## src/rtl/noc_pkg.sv

```systemverilog
// Shared NoC definitions: flit width, the null flit value and flit header field positions.
package noc_pkg;

  localparam int FLIT_W = 20;
  localparam logic [FLIT_W-1:0] NULL_FLIT = 20'h00000;

  localparam int SRC_MSB = 19;
  localparam int SRC_LSB = 16;
  localparam int DST_MSB = 15;
  localparam int DST_LSB = 12;

  function automatic logic is_null(input logic [FLIT_W-1:0] flit);
    return flit == NULL_FLIT;
  endfunction

endpackage

```

## src/rtl/ni_fifo_mem.sv

```systemverilog
// Injection queue storage: DEPTH x DW register array, one synchronous write port, one async read port.
module ni_fifo_mem #(
  parameter int DW    = 20,
  parameter int DEPTH = 8,
  parameter int AW    = 3
) (
  input  logic          clk,
  input  logic          we,
  input  logic [AW-1:0] waddr,
  input  logic [DW-1:0] wdata,
  input  logic [AW-1:0] raddr,
  output logic [DW-1:0] rdata
);

  logic [DW-1:0] mem [DEPTH];

  // Contents are don't-care after reset, so the array carries no reset.
  always_ff @(posedge clk) begin
    if (we) mem[waddr] <= wdata;
  end

  assign rdata = mem[raddr];

endmodule

```

## src/rtl/ni_inject_fifo.sv

```systemverilog
// NI injection queue: drops null flits, FWFT output to the router, sticky overflow on drops while full.
// Optional NI_INJ_STATS_EN adds saturating acc_cnt/drop_cnt outputs.
module ni_inject_fifo
  import noc_pkg::*;
#(
  parameter int DW    = FLIT_W,
  parameter int DEPTH = 8
) (
  input  logic                   clk,
  input  logic                   rst,
  input  logic [DW-1:0]          in_data,
  input  logic                   in_valid,
  output logic [DW-1:0]          out_data,
  output logic                   out_valid,
  input  logic                   out_ready,
  output logic [$clog2(DEPTH):0] count,
  output logic                   full,
  output logic                   overflow
`ifdef NI_INJ_STATS_EN
  ,
  output logic [15:0]            acc_cnt,
  output logic [15:0]            drop_cnt
`endif
);

  localparam int AW = $clog2(DEPTH);

  logic [AW-1:0] wr_ptr;
  logic [AW-1:0] rd_ptr;
  logic          non_null;
  logic          push;
  logic          pop;
  logic          drop;

  assign out_valid = (count != '0);
  assign full      = (count == (AW+1)'(DEPTH));
  assign non_null  = in_valid && (in_data != DW'(NULL_FLIT));
  assign pop       = out_valid && out_ready;
  // A pop in the same cycle frees the slot, so a full queue can still accept.
  assign push      = non_null && (!full || pop);
  assign drop      = non_null && full && !pop;

  ni_fifo_mem #(.DW(DW), .DEPTH(DEPTH), .AW(AW)) u_mem (
    .clk   (clk),
    .we    (push),
    .waddr (wr_ptr),
    .wdata (in_data),
    .raddr (rd_ptr),
    .rdata (out_data)
  );

  always_ff @(posedge clk or negedge rst) begin
    if (!rst) begin
      wr_ptr   <= '0;
      rd_ptr   <= '0;
      count    <= '0;
      overflow <= 1'b0;
    end else begin
      if (push) wr_ptr <= wr_ptr + AW'(1);
      if (pop)  rd_ptr <= rd_ptr + AW'(1);
      case ({push, pop})
        2'b10:   count <= count + (AW+1)'(1);
        2'b01:   count <= count - (AW+1)'(1);
        default: count <= count;
      endcase
      if (drop) overflow <= 1'b1;
    end
  end

`ifdef NI_INJ_STATS_EN
  always_ff @(posedge clk or negedge rst) begin
    if (!rst) begin
      acc_cnt  <= '0;
      drop_cnt <= '0;
    end else begin
      if (push && acc_cnt != 16'hFFFF)  acc_cnt  <= acc_cnt + 16'd1;
      if (drop && drop_cnt != 16'hFFFF) drop_cnt <= drop_cnt + 16'd1;
    end
  end
`endif

endmodule

```

## config.mk

```make
export PLATFORM = sky130hd
export DESIGN_NAME = ni_inject_fifo
export DESIGN_NICKNAME = d
export VERILOG_FILES = /design/src/rtl/noc_pkg.sv /design/src/rtl/ni_fifo_mem.sv /design/src/rtl/ni_inject_fifo.sv
export SDC_FILE = /design/constraint.sdc
export NUM_CORES = 1
export LEC_CHECK = 0
export CAP_MARGIN = 20
export CORE_UTILIZATION = 62
export DETAILED_ROUTE_END_ITERATION = 10
export PLACE_DENSITY = 0.91
export SKIP_LAST_GASP = 1
export SYNTH_ARGS = -nofsm -noshare
export SYNTH_HDL_FRONTEND = slang
export SYNTH_SLANG_ARGS = --single-unit
```

## constraint.sdc

```tcl
create_clock -name clk -period 6.39 [get_ports clk]
set_clock_uncertainty 0.05 [all_clocks]
set_input_delay 0.639 -clock clk [delete_from_list [all_inputs] [get_ports clk]]
set_output_delay 0.639 -clock clk [all_outputs]
set_load 0.005 [all_outputs]
```

## After elaboration in Yosys (flattened, before gate mapping)

Memory sizes are Yosys's and may differ from the RTL's.
Cells that the tools add are included.

| cells by class | value |
|---|---|
| muxes and demuxes | 3 |
| eq/ne operators | 3 |
| add/sub/neg operators | 4 |
| reductions and logical operators | 11 |

Operator list:

| cell | number |
|---|---|
| nonzero test 20 bit | 1 |
| one-hot mux 4 bit (2 select lines) | 1 |
| adder 3 x 1 -> 3 bit, second input constant | 2 |
| logical AND 1 bit | 5 |
| adder 4 x 1 -> 4 bit, second input constant | 1 |
| equality test 4 bit, second input constant | 1 |
| nonzero test 4 bit | 1 |
| subtractor 4 x 1 -> 4 bit, second input constant | 1 |
| equality test 2 x 1 -> 1 bit, second input constant | 1 |
| equality test 2 bit, second input constant | 1 |
| zero test 1 bit | 2 |
| two-way mux 1 bit | 2 |
| nonzero test 2 bit | 1 |
| logical OR 1 bit | 1 |

| storage, ports and cells | value |
|---|---|
| memories | 1 |
| bits in registers | 11 |
| output and inout port bits | 27 |
| logic and storage cells | 26 |
| bits in writable memories | 160 |
| input port bits | 24 |

Memories:

| memory | words | width | read ports | clocked after Yosys merged registers in | wr ports | line | source |
|---|---|---|---|---|---|---|---|
| u_mem.mem | 8 | 20 | 1 | 0 | 1 | ni_fifo_mem.sv:15 | `logic [DW-1:0] mem [DEPTH];` |

## Longest topological paths before layout

| logic depth | value |
|---|---|
| word-level depth | 6 |
| mapped depth | 11 |

## Cells and area by module

From an unflattened synthesis, not the netlist that was laid out.

| unflattened totals | value |
|---|---|
| cell total of the unflattened synthesis | 310 |
| area, all modules | 6,890.4 µm² |

Modules (own cells, without submodules):

| module | sequential area each (µm²) | cells each | area each (µm²) | times used |
|---|---|---|---|---|
| ni_fifo_mem | 4,804.6 | 244 | 6,212.2 | 1 |
| ni_inject_fifo | 275.3 | 66 | 678.2 | 1 |

## Worst setup path after synthesis

No wires, ideal clock.

| timing path | value |
|---|---|
| path type | input port to flip-flop |
| start | input port in_data[9] |
| end | memory u_mem.mem[1][0], enable pin |
| arrival time | 2.565 ns |
| cell stages on the path | 6 |
| required time | 5.918 ns |
| slack | 3.353 ns |
| cell sequence | nor4_1 nand3_1 o21a_1 buf_6 nand3_1 nor3_1 |

| on the way | value |
|---|---|
| longest elaborated chain between the ends | 5 |

RTL lines:

| element | line | source |
|---|---|---|
| from (decl) | ni_inject_fifo.sv:11 | `input logic [DW-1:0] in_data,` |
| nonzero test 20 bit | ni_inject_fifo.sv:37 | `assign non_null = in_valid && (in_data != DW'(NULL_FLIT));` |
| logical AND 1 bit | ni_inject_fifo.sv:37 |  |
| logical AND 1 bit | ni_inject_fifo.sv:40 | `assign push = non_null && (!full \|\| pop);` |
| two-way mux 1 bit | ni_fifo_mem.sv:19 | `if (we) mem[waddr] <= wdata;` |
| two-way mux 1 bit (not written as such) | ni_fifo_mem.sv:19 |  |
| to (decl) | ni_fifo_mem.sv:15 |  |

Every way passes these cells.

## Final worst setup path

| timing path | value |
|---|---|
| start | register rd_ptr[0] |
| end | output port out_data[9] |

| on the way | value |
|---|---|
| longest elaborated chain between the ends | 1 |

RTL lines:

| element | line | source |
|---|---|---|
| from (decl) | ni_inject_fifo.sv:29 | `logic [AW-1:0] rd_ptr;` |
| from (signal assigned) | ni_inject_fifo.sv:60 | `if (pop) rd_ptr <= rd_ptr + AW'(1);` |
| memory read (8 x 20 bit) | -- |  |
| to (decl) | ni_inject_fifo.sv:13 | `output logic [DW-1:0] out_data,` |

Every way passes these cells.

==> results.toml <==
[run_status]
status = "completed"

[clock_tree]
cts_tree = "built"
cts_buffer_depth = 2
insertion_delay_ps = 540
cts_root_buf = "clkbuf_8"
cts_sinks = 171
post_cts_buffers = 0
cts_hold_buffers = 0
path_clk_slew_ps = 70
post_cts_resized = 0
h-tree-depth = 4
cts_buffers = 17

[final_layout]
nets = 399
fill_cells = 540
seqCellArea_um2 = 5080
syn2layout_area_growth_pct = 19.5
drive_gt1_share_pct = 29.2
diodes = 0
utilization_pct = 76.8
multi_input_area_um2 = 1560

[drt]
wl_per_cell_um = 26.5
routed_via_density = 6.39
first_pass_iters = 5
ant_nets = 0
routed_wirelength_mm = 13.7
drt_iter0_drc = 244
vias = 3317
drc = 0

[worst_setup_path]
path_max_fanout = 29
crit_type = "flop to output pin"
worst_setup_path_end_kind = "output pin"
r2r_setup_slack_ps = 3680
r2r_start = "count[0]"
start_kind = "flop"
critPathArrivalTime_ps = 3160
critical_path_required_ps = 5700
r2r_cells = 6
r2r_end = "u_mem.mem[0][7]"

[floorplanning]
start_util_pct = 64.2
die_w_um = 106
num_io_pins = 51
rows = 37
dieArea_um2 = 11200
die_y_um = 106
core_area_um2 = 10400

[logic_synthesis]
async_reset_ff_share_pct = 6.43
synth_ff_type = "edfxtp_1"
yosys-top-cells-count = "160 x edfxtp_1, 40 x mux4_2, 21 x mux2_2, 11 x dfrtp_1, 8 x nand2_1"
syn_area_um2 = 6690
yosys.area.top_type = "edfxtp_1"
yosysWarningCount = 0
ys_ff_latch = 171
netlist.area_leader.share_pct = 71.8
synthTopCellsByArea = "edfxtp_1 72%, mux4_2 13%, dfrtp_1 4.1%"
synth_edf_count = 160
syn_nets = 333
avgSynthCellArea_um2 = 22.0
yosysMostFrequentCell = "edfxtp_1"
syn_inst = 304
synth_cell_types = 29
ys_seq_area_share_pct = 75.9

[power_and_ir_drop]
p_leak_nw = 2.62
vdd_ir_drop_max_mv = 0.273
total_power_w = 0.00371
power_density_nw_per_um2 = 464

[global_route]
grt_pass1_wl_mm = 20.4
grt_overflow_total = 0
track_usage_pct = 26.9
antenna_found_initial = 0
grt_max_degree = 43
grt_pass1_vias = 3485

[timing]
finalSetupViolCount = 0
fin_ws_ps = 2540
finalCritPeriodShare_pct = 60.2
max_clock_freq_mhz = 260
hold_viol = 0
slew_violations = 0
setup_tns_ps = 0
worst_slew_pin_slew_ps = 1110
whs_ps = 395
timing.final.crit_period_ps = 3850
rsz0062_at_grt = "no"
relSlewSlack_pct = 26.2

[min_path]
hp-class = "input port to async pin"

[placement]
io_buffers = 50
place_hpwl_mm = 8.05
post-place-ws_ps = 2610
gp_congestion = 0.879

[flow_run]
maxCapViolCount = 0
## through the flow
step | instances | area (um2)
after floorplan | 304 | 6690
after global placement | 485 | 7390
after detailed placement | 487 | 7420
after CTS | 519 | 8000
after global routing | 519 | 8000
final | 519 | 8000
## layout by cell type, fill, tap and decap left out, types with 2 or more instances in the layout
cell type	instances
nand2b_1	4
nand2_1	8
nor4_1	5
clkinv_4	5
nand3_1	3
clkbuf_16	16
nor3_2	2
buf_8	2
mux2_2	21
and2_1	2
mux2i_1	2
a21o_1	2
clkdlybuf4s50_1	50
bufinv_16	2
nor2_2	6
inv_6	4
dfrtp_1	10
buf_4	8
xnor2_1	6
mux4_2	40
edfxtp_1	160
ha_1	4
inv_1	4
## worst max-delay path by stage
stage	startpoint	to	slack, ps	depth (start not counted)
CTS	rd_ptr[0]	out_data[9]	2460	4
floorplan	in_data[9]	u_mem.mem[1][0]	3350	6
detailed placement	in_data[10]	count[3]	2610	10
finish	rd_ptr[0]	out_data[9]	2540	4
global route	rd_ptr[0]	out_data[4]	2350	4
global placement	in_data[10]	count[3]	2760	10
## power breakdown
part / internal [W] / switching [W]
logic: 0.000665 / 0.000484
registers: 0.00142 / 0.000136
clock network: 0.000566 / 0.000443
total: 0.00265 / 0.00106
## worst max-delay path, stage by stage, from the launching register on
cell,delay [ps]
dfrtp_2,680
buf_4,580
mux4_2,620
mux2_2,290
clkdlybuf4s50_1,450
## cell type report
| cell class | instances | share of cell area [%] |
|---|---|---|
| sequential | 171 | 63.5 |
| multi-input combinational | 116 | 19.5 |
| timing repair buffer | 60 | 7.39 |
| clock buffer | 18 | 5.23 |
| tap | 136 | 2.13 |
| clock inverter | 14 | 2.02 |
| inverter | 4 | 0.188 |
## metal layers
metal | share of wire, % | vias to the layer above | track usage [%]
met1 | 37 | 1732 | 33.0
met2 | 54 | 158 | 46.1
met3 | 6.3 | 37 | 5.81
met4 | 3.1 | 0 | 12.0
met5 | 0 | - | 0
li1 | - | 1390 | -
## kinds of logic (layout without fill, tap and decap cells)
| kind of cell | count (synthesis) | count (layout) | share of synthesized area, % |
|---|---|---|---|
| AND/OR/NAND/NOR | 33 | 33 | 2.43 |
| multiplexers | 65 | 65 | 17.9 |
| buffers and inverters | 17 | 96 | 1.14 |
| XOR/XNOR | 7 | 7 | 0.916 |
| AO/OA/AOI/OAI | 6 | 6 | 0.692 |
| flip-flops | 171 | 171 | 75.9 |
| adder cells (fa/ha/maj) | 5 | 5 | 1.05 |
## state kept, by name, summed over array words and instances (netlist names)
register,cells
count,4
overflow,1
rd_ptr,3
u_mem.mem,160
wr_ptr,3
No activity file was read; power rests on OpenSTA's default activity.
